[src/rtl/ph_out_txn_ctrl.sv]
// Host OUT-transaction sequencer: OUT token, DATA0, then wait for the handshake.
// NAK, receive error or timeout retries the whole OUT+DATA0 pair up to MAX_RETRY attempts.
module ph_out_txn_ctrl #(
    parameter int unsigned MAX_RETRY = 8,
    parameter int unsigned TIMEOUT   = 255
) (
    input  logic        clock,
    input  logic        reset_n,
    input  logic        start,
    input  logic [3:0]  endp_in,
    input  logic [63:0] data_in,
    input  logic        out_done,
    input  logic        rcv_ACK,
    input  logic        rcv_NAK,
    input  logic        rcv_error,
    output logic        send_OUT,
    output logic        send_DATA0,
    output logic [3:0]  endp,
    output logic [63:0] data,
    output logic        rx_listen,
    output logic        busy,
    output logic        txn_done,
    output logic        txn_ok,
    output logic [3:0]  attempts
);

    typedef enum logic [2:0] {
        StIdle,
        StToken,
        StData,
        StWaitHs,
        StFin
    } state_e;

    localparam logic [3:0] MaxRetryW   = 4'(MAX_RETRY);
    localparam logic [7:0] TimeoutLast = 8'(TIMEOUT - 1);

    state_e     state_q;
    logic [3:0] retry_cnt_q;
    logic [7:0] timeout_cnt_q;

    logic hs_ack;
    logic hs_fail;
    logic last_try;

    // ACK wins over a simultaneous timeout, but not over NAK or error.
    assign hs_ack   = rcv_ACK && !rcv_NAK && !rcv_error;
    assign hs_fail  = rcv_NAK || rcv_error || (timeout_cnt_q == TimeoutLast);
    assign last_try = (retry_cnt_q + 4'd1) == MaxRetryW;

    always_ff @(posedge clock or negedge reset_n) begin
        if (!reset_n) begin
            state_q       <= StIdle;
            retry_cnt_q   <= 4'd0;
            timeout_cnt_q <= 8'd0;
            send_OUT      <= 1'b0;
            send_DATA0    <= 1'b0;
            endp          <= 4'd0;
            data          <= 64'd0;
            rx_listen     <= 1'b0;
            busy          <= 1'b0;
            txn_done      <= 1'b0;
            txn_ok        <= 1'b0;
            attempts      <= 4'd0;
        end else begin
            send_OUT   <= 1'b0;
            send_DATA0 <= 1'b0;
            txn_done   <= 1'b0;
            txn_ok     <= 1'b0;
            unique case (state_q)
                StIdle: begin
                    if (start) begin
                        endp        <= endp_in;
                        data        <= data_in;
                        retry_cnt_q <= 4'd0;
                        busy        <= 1'b1;
                        send_OUT    <= 1'b1;
                        state_q     <= StToken;
                    end
                end
                // The send request pulse doubles as the first-cycle marker.
                StToken: begin
                    if (out_done && !send_OUT) begin
                        send_DATA0 <= 1'b1;
                        state_q    <= StData;
                    end
                end
                StData: begin
                    if (out_done && !send_DATA0) begin
                        timeout_cnt_q <= 8'd0;
                        rx_listen     <= 1'b1;
                        state_q       <= StWaitHs;
                    end
                end
                StWaitHs: begin
                    timeout_cnt_q <= timeout_cnt_q + 8'd1;
                    if (hs_ack) begin
                        rx_listen <= 1'b0;
                        txn_done  <= 1'b1;
                        txn_ok    <= 1'b1;
                        attempts  <= retry_cnt_q + 4'd1;
                        state_q   <= StFin;
                    end else if (hs_fail) begin
                        rx_listen   <= 1'b0;
                        retry_cnt_q <= retry_cnt_q + 4'd1;
                        if (last_try) begin
                            txn_done <= 1'b1;
                            attempts <= MaxRetryW;
                            state_q  <= StFin;
                        end else begin
                            send_OUT <= 1'b1;
                            state_q  <= StToken;
                        end
                    end
                end
                StFin: begin
                    busy    <= 1'b0;
                    state_q <= StIdle;
                end
                default: state_q <= StIdle;
            endcase
        end
    end

endmodule

[config.mk]
export PLATFORM = sky130hd
export DESIGN_NAME = ph_out_txn_ctrl
export DESIGN_NICKNAME = d
export VERILOG_FILES = /design/src/rtl/ph_out_txn_ctrl.sv
export SDC_FILE = /design/constraint.sdc
export NUM_CORES = 1
export LEC_CHECK = 0
export ABC_AREA = 1
export CORE_UTILIZATION = 40
export DETAILED_ROUTE_END_ITERATION = 16
export PLACE_DENSITY = 0.76
export SYNTH_ARGS = -nofsm -noshare
export SYNTH_HDL_FRONTEND = slang
export SYNTH_SLANG_ARGS = --single-unit
[constraint.sdc]
create_clock -name clock -period 1.4 [get_ports clock]
set_input_delay 0.21 -clock clock [delete_from_list [all_inputs] [get_ports clock]]
set_output_delay 0.21 -clock clock [all_outputs]
set_load 0.1 [all_outputs]
# Word-level counts from Yosys, hierarchy flattened
# Cells that the tools add are included.
[classes] add_sub_neg=2 n_eq_ne=12 muxes=35 reduce_logical=23
[op_table] operator="4-bit 2-to-1 mux" n=6
[op_table] operator="3-bit 2-to-1 mux" n=6
[op_table] operator="1-bit 2-to-1 mux" n=16
[op_table] operator="8-bit one-hot mux with 2 select lines" n=1
[op_table] operator="3-bit one-hot mux with 4 select lines" n=1
[op_table] operator="2-bit != test, second input constant" n=5
[op_table] operator="2-bit nonzero test" n=5
[op_table] operator="8-bit by 1-bit adder with 8-bit output, second input constant" n=1
[op_table] operator="8-bit equality test, second input constant" n=1
[op_table] operator="8-bit 2-to-1 mux" n=1
[op_table] operator="4-bit one-hot mux with 2 select lines" n=1
[op_table] operator="4-bit AND reduction" n=2
[op_table] operator="3-bit by 2-bit equality test with 1-bit output, second input constant" n=2
[op_table] operator="1-bit one-hot mux with 2 select lines" n=3
[op_table] operator="2-bit AND reduction" n=3
[op_table] operator="3-bit AND reduction" n=2
[op_table] operator="4-bit by 1-bit adder with 4-bit output, second input constant" n=1
[op_table] operator="4-bit equality test, second input constant" n=1
[op_table] operator="1-bit logical AND" n=4
[op_table] operator="1-bit zero test" n=4
[op_table] operator="3-bit by 1-bit equality test with 1-bit output, second input constant" n=1
[op_table] operator="3-bit equality test, second input constant" n=1
[op_table] operator="3-bit zero test" n=1
[op_table] operator="3-bit != test, second input constant" n=1
[op_table] operator="1-bit logical OR" n=2
[totals] reg_bits=93 in_bits=75 output_inout_bits=78 word_cells=84

# Logic depth before layout (Yosys ltp)
[logic_depth] ltp_word=6 ltp_mapped=11 ltp_nobuf=11

# Worst setup path after synthesis
# OpenSTA, ideal clock, no wires.
[synth_path] kind="register -> register" from="reg send_DATA0" to="reg timeout_cnt_q[5]" setup_ns=0.077 t_arrival_ns=1.546 required_ns=1.323 slack_ns=-0.223 stages_incl_launch_ff=7 path_buffers=0 synth_period_minus_slack_ns=1.623 cell_sequence="dfrtp_1 inv_1 nand4_1 nand2_1 inv_2 nand2_1 a21oi_1"
[synth_via] elab_chain_cells=4
[synth_rtl] element="start, declared" line="17" text="output logic send_DATA0,"
[synth_rtl] element="start signal, assigned" line="57" text="send_DATA0 <= 1'b0;"
[synth_rtl] element="start signal, assigned" line="67" text="send_DATA0 <= 1'b0;"
[synth_rtl] element="start signal, assigned" line="84" text="send_DATA0 <= 1'b1;"
[synth_rtl] element="1-bit zero test" line="89" text="if (out_done && !send_DATA0) begin"
[synth_rtl] element="1-bit logical AND" line="89"
[synth_rtl] element="2-bit != test (no line)"
[synth_rtl] element="2-bit AND reduction (no line)"
[synth_rtl] element="end signal, assigned" line="96" text="timeout_cnt_q <= timeout_cnt_q + 8'd1;"
[synth_rtl] element="end, declared" line="40" text="logic [7:0] timeout_cnt_q;"
# Every way passes these cells.
# A chain may end at the register's enable or synchronous reset.

# Worst setup path after layout
[layout_path] from="reg timeout_cnt_q[1]" to="reg state_q[0]"
[layout_via] elab_chain_cells=4
[layout_rtl] element="8-bit equality test" line="48" text="assign hs_fail = rcv_NAK || rcv_error || (timeout_cnt_q == TimeoutLast);"
[layout_rtl] element="1-bit logical OR" line="48"
[layout_rtl] element="3-bit != test (no line)"
[layout_rtl] element="4-bit AND reduction (no line)"
[layout_rtl] element="end signal, assigned" line="53" text="state_q <= StIdle;"
[layout_rtl] element="end signal, assigned" line="78" text="state_q <= StToken;"
[layout_rtl] element="end signal, assigned" line="85" text="state_q <= StData;"
[layout_rtl] element="end, declared" line="38" text="state_e state_q;"
# Every way passes these cells.

==> run metrics <==
share of layout cells above drive strength 1=47.13%; GRT Residual Overflow=0; clk_lat worst skew=0.36 ns; Crit-path slowest cell=dfrtp_1; Mapped Nets=382; largest net degree at the start of global routing=39; setup ws final=-0.02778 ns; TritonCTS Sinks=93; Vias=3048; CP Class=reg -> reg; cell taking the most area after synthesis=dfrtp_1; crit-path max FO=2; final-report setup violation count=1; floorplan row count=36; number of global-route vias before repair=3009; H-tree level count=3; gpl congestion=0.8388; Vias/cell=4.777; initial antenna violation count=0; Bufs on Longest Clock Path=2; CP arrival=1.68 ns; commonest non-fill, non-tap cell in the layout=dfrtp_1; die area=10640 sq um; Hold Violations, Final=0; number of DRC markers in iteration 0=131; Max stage delay on crit path=0.42 ns; area growth from synthesis to layout=73.87%; status=finished, violations left; Chip Width=103.2 um; Core Area=9864 sq um; total global-route track usage=19.94%; sequential cell area fraction in the yosys report=56.85%; dpl hpwl=7.924 mm; predominant post-synthesis flop cell=dfrtp_1; Residual DRC=0; Max Cap Viol=0; CP startpoint kind=flip-flop; Top Family by Delay on Critical Path=simple AND/OR/NAND/NOR gates; final core utilization=72.16%; Slew headroom=74.90%; antenna-violating nets left=0; DP Worst Slack=-0.1443 ns; Starting Density=41.50%; most frequent cells in the layout=dfrtp_1 (91), buf_12 (81), clkdlybuf4s50_1 (73); Synth Register Bits=93; Slew Viols, Final=0; IO Port Bufs=152; Pre-Repair DR Iteration Count=4; CTS Buf Count=9; largest cells by area after synthesis=dfrtp_1 (57%), mux2_4 (25%), nand2_1 (4.5%); post-synth top area share=56.85%; Antenna Cells=0; synthesized area=4094 sq um; unrepaired setup endpoints after global routing=true; cell mode on critical path=nand2_1; syn avg cell area=13.47 sq um; num ports=153; CP bufs+invs=3; setup TNS=-0.02778 ns; element type at the critical path end=flip-flop; post-synthesis instance total=304; cells along the critical path=ha_4, inv_2, nor2_2, nand2_2, buf_4, nand4_1, nand2_1, inv_1, nand2_1, nand2_1; wire length per cell=16.76 um; Clk Tree Root Cell=clkbuf_8; layout net count=578; number of synthesized flops with an enable pin=0; Max Clock Freq=700.4 MHz; FFs w/ async S/R, synth=100.0%; clk slew on worst S/H paths=0.10 ns; clock skew=0.01501 ns; yosys warns=0; TritonCTS clock tree=built; die height=103.2 um; routed wire length=10.69 mm; Final min period=1.428 ns; Worst Path Required=1.65 ns; worst-margin pin slew=0.3765 ns; global-route wire length before repair=15.79 mm; HP Class=in -> async; synth unique cells=25; Tcrit/Tclk final=102.0%; failing checks=setup timing
==> registers in the layout, summed over array words and instances (netlist names) <==
signal,flops
txn_done,1
attempts,4
send_DATA0,1
txn_ok,1
timeout_cnt_q,8
state_q,3
send_OUT,1
rx_listen,1
endp,4
data,64
retry_cnt_q,4
busy,1
==> metrics by stage <==
step | hold WS [ns] | area, sq um | std cells
2_1_floorplan | -0.08559 | 4096 | 304
3_3_place_gp | 0.1494 | 6709 | 607
3_5_place_dp | 0.1509 | 6709 | 607
4_1_cts | 0.2984 | 6938 | 627
5_1_grt | 0.3355 | 7118 | 638
6_report | 0.3022 | 7118 | 638
==> layout make-up <==
cell class                 count  area, sq um
clock buffer                  11        131.4
multi-input combinational    181         1703
fill                         610         2746
inverter                      22        90.09
clock inverter                 5        42.54
timing repair buffer         193         2655
tap                          133        166.4
sequential                    93         2330
==> worst paths after layout <==
check	to	depth (start not counted)	start	slack, ns
setup reg to reg	state_q[0]	10	timeout_cnt_q[1]	-0.03
setup / recovery	state_q[0]	10	timeout_cnt_q[1]	-0.03
hold reg to reg	timeout_cnt_q[7]	2	timeout_cnt_q[7]	0.51
max in group asynchronous	data[45]	3	reset_n	0.53
min in group clock	data[0]	2	data_in[0]	0.45
hold / removal	data[54]	2	reset_n	0.30
==> synth_stat cells, types with 2 or more instances <==
cell type   n
dfrtp_1    93
nor2_1     13
xor2_1      2
o211ai_1    2
a21oi_1     2
mux2_4     68
nand2_1    49
nor3_1      2
buf_6       7
ha_1        3
o21ai_0    13
nand4_1     6
nand3_4     2
nand3_1    11
inv_2       3
inv_1      19
==> cell families after synthesis <==
kind of cell / after synthesis / synth area share (%)
AO/OA/AOI/OAI: 21 / 2.873
multiplexers: 68 / 24.94
buffers and inverters: 30 / 4.126
XOR/XNOR: 3 / 0.6419
AND/OR/NAND/NOR: 86 / 9.658
flip-flops: 93 / 56.85
adder cells (fa/ha/maj): 3 / 0.9170
==> worst reg2reg max path, cell delays in order (launching register included) <==
cell and delay [ns]:
dfrtp_1 0.42, ha_4 0.17, inv_2 0.05, nor2_2 0.03, nand2_2 0.10, buf_4 0.12
nand4_1 0.14, nand2_1 0.14, inv_1 0.05, nand2_1 0.07, nand2_1 0.05
==> routing by layer <==
layer	up-vias	track usage (%)	share of wire, %
met5	-	0	0
met4	0	7.801	1.7
met3	14	5.288	6.8
met2	117	33.33	52
met1	1507	24.67	40
li1	1410	-	-
==> what timing repair did <==
action	4_1_cts	5_1_grt
buffers inserted	3	11
hold endpoints to repair	25	0
resized for setup	9	34
endpoints found under the setup margin	10	38
pin swaps	2	13
hold buffers	1	0
Power is left out: the tool's default activity adds up to more than one toggle a clock period on the data nets, which glitch-free logic cannot reach.
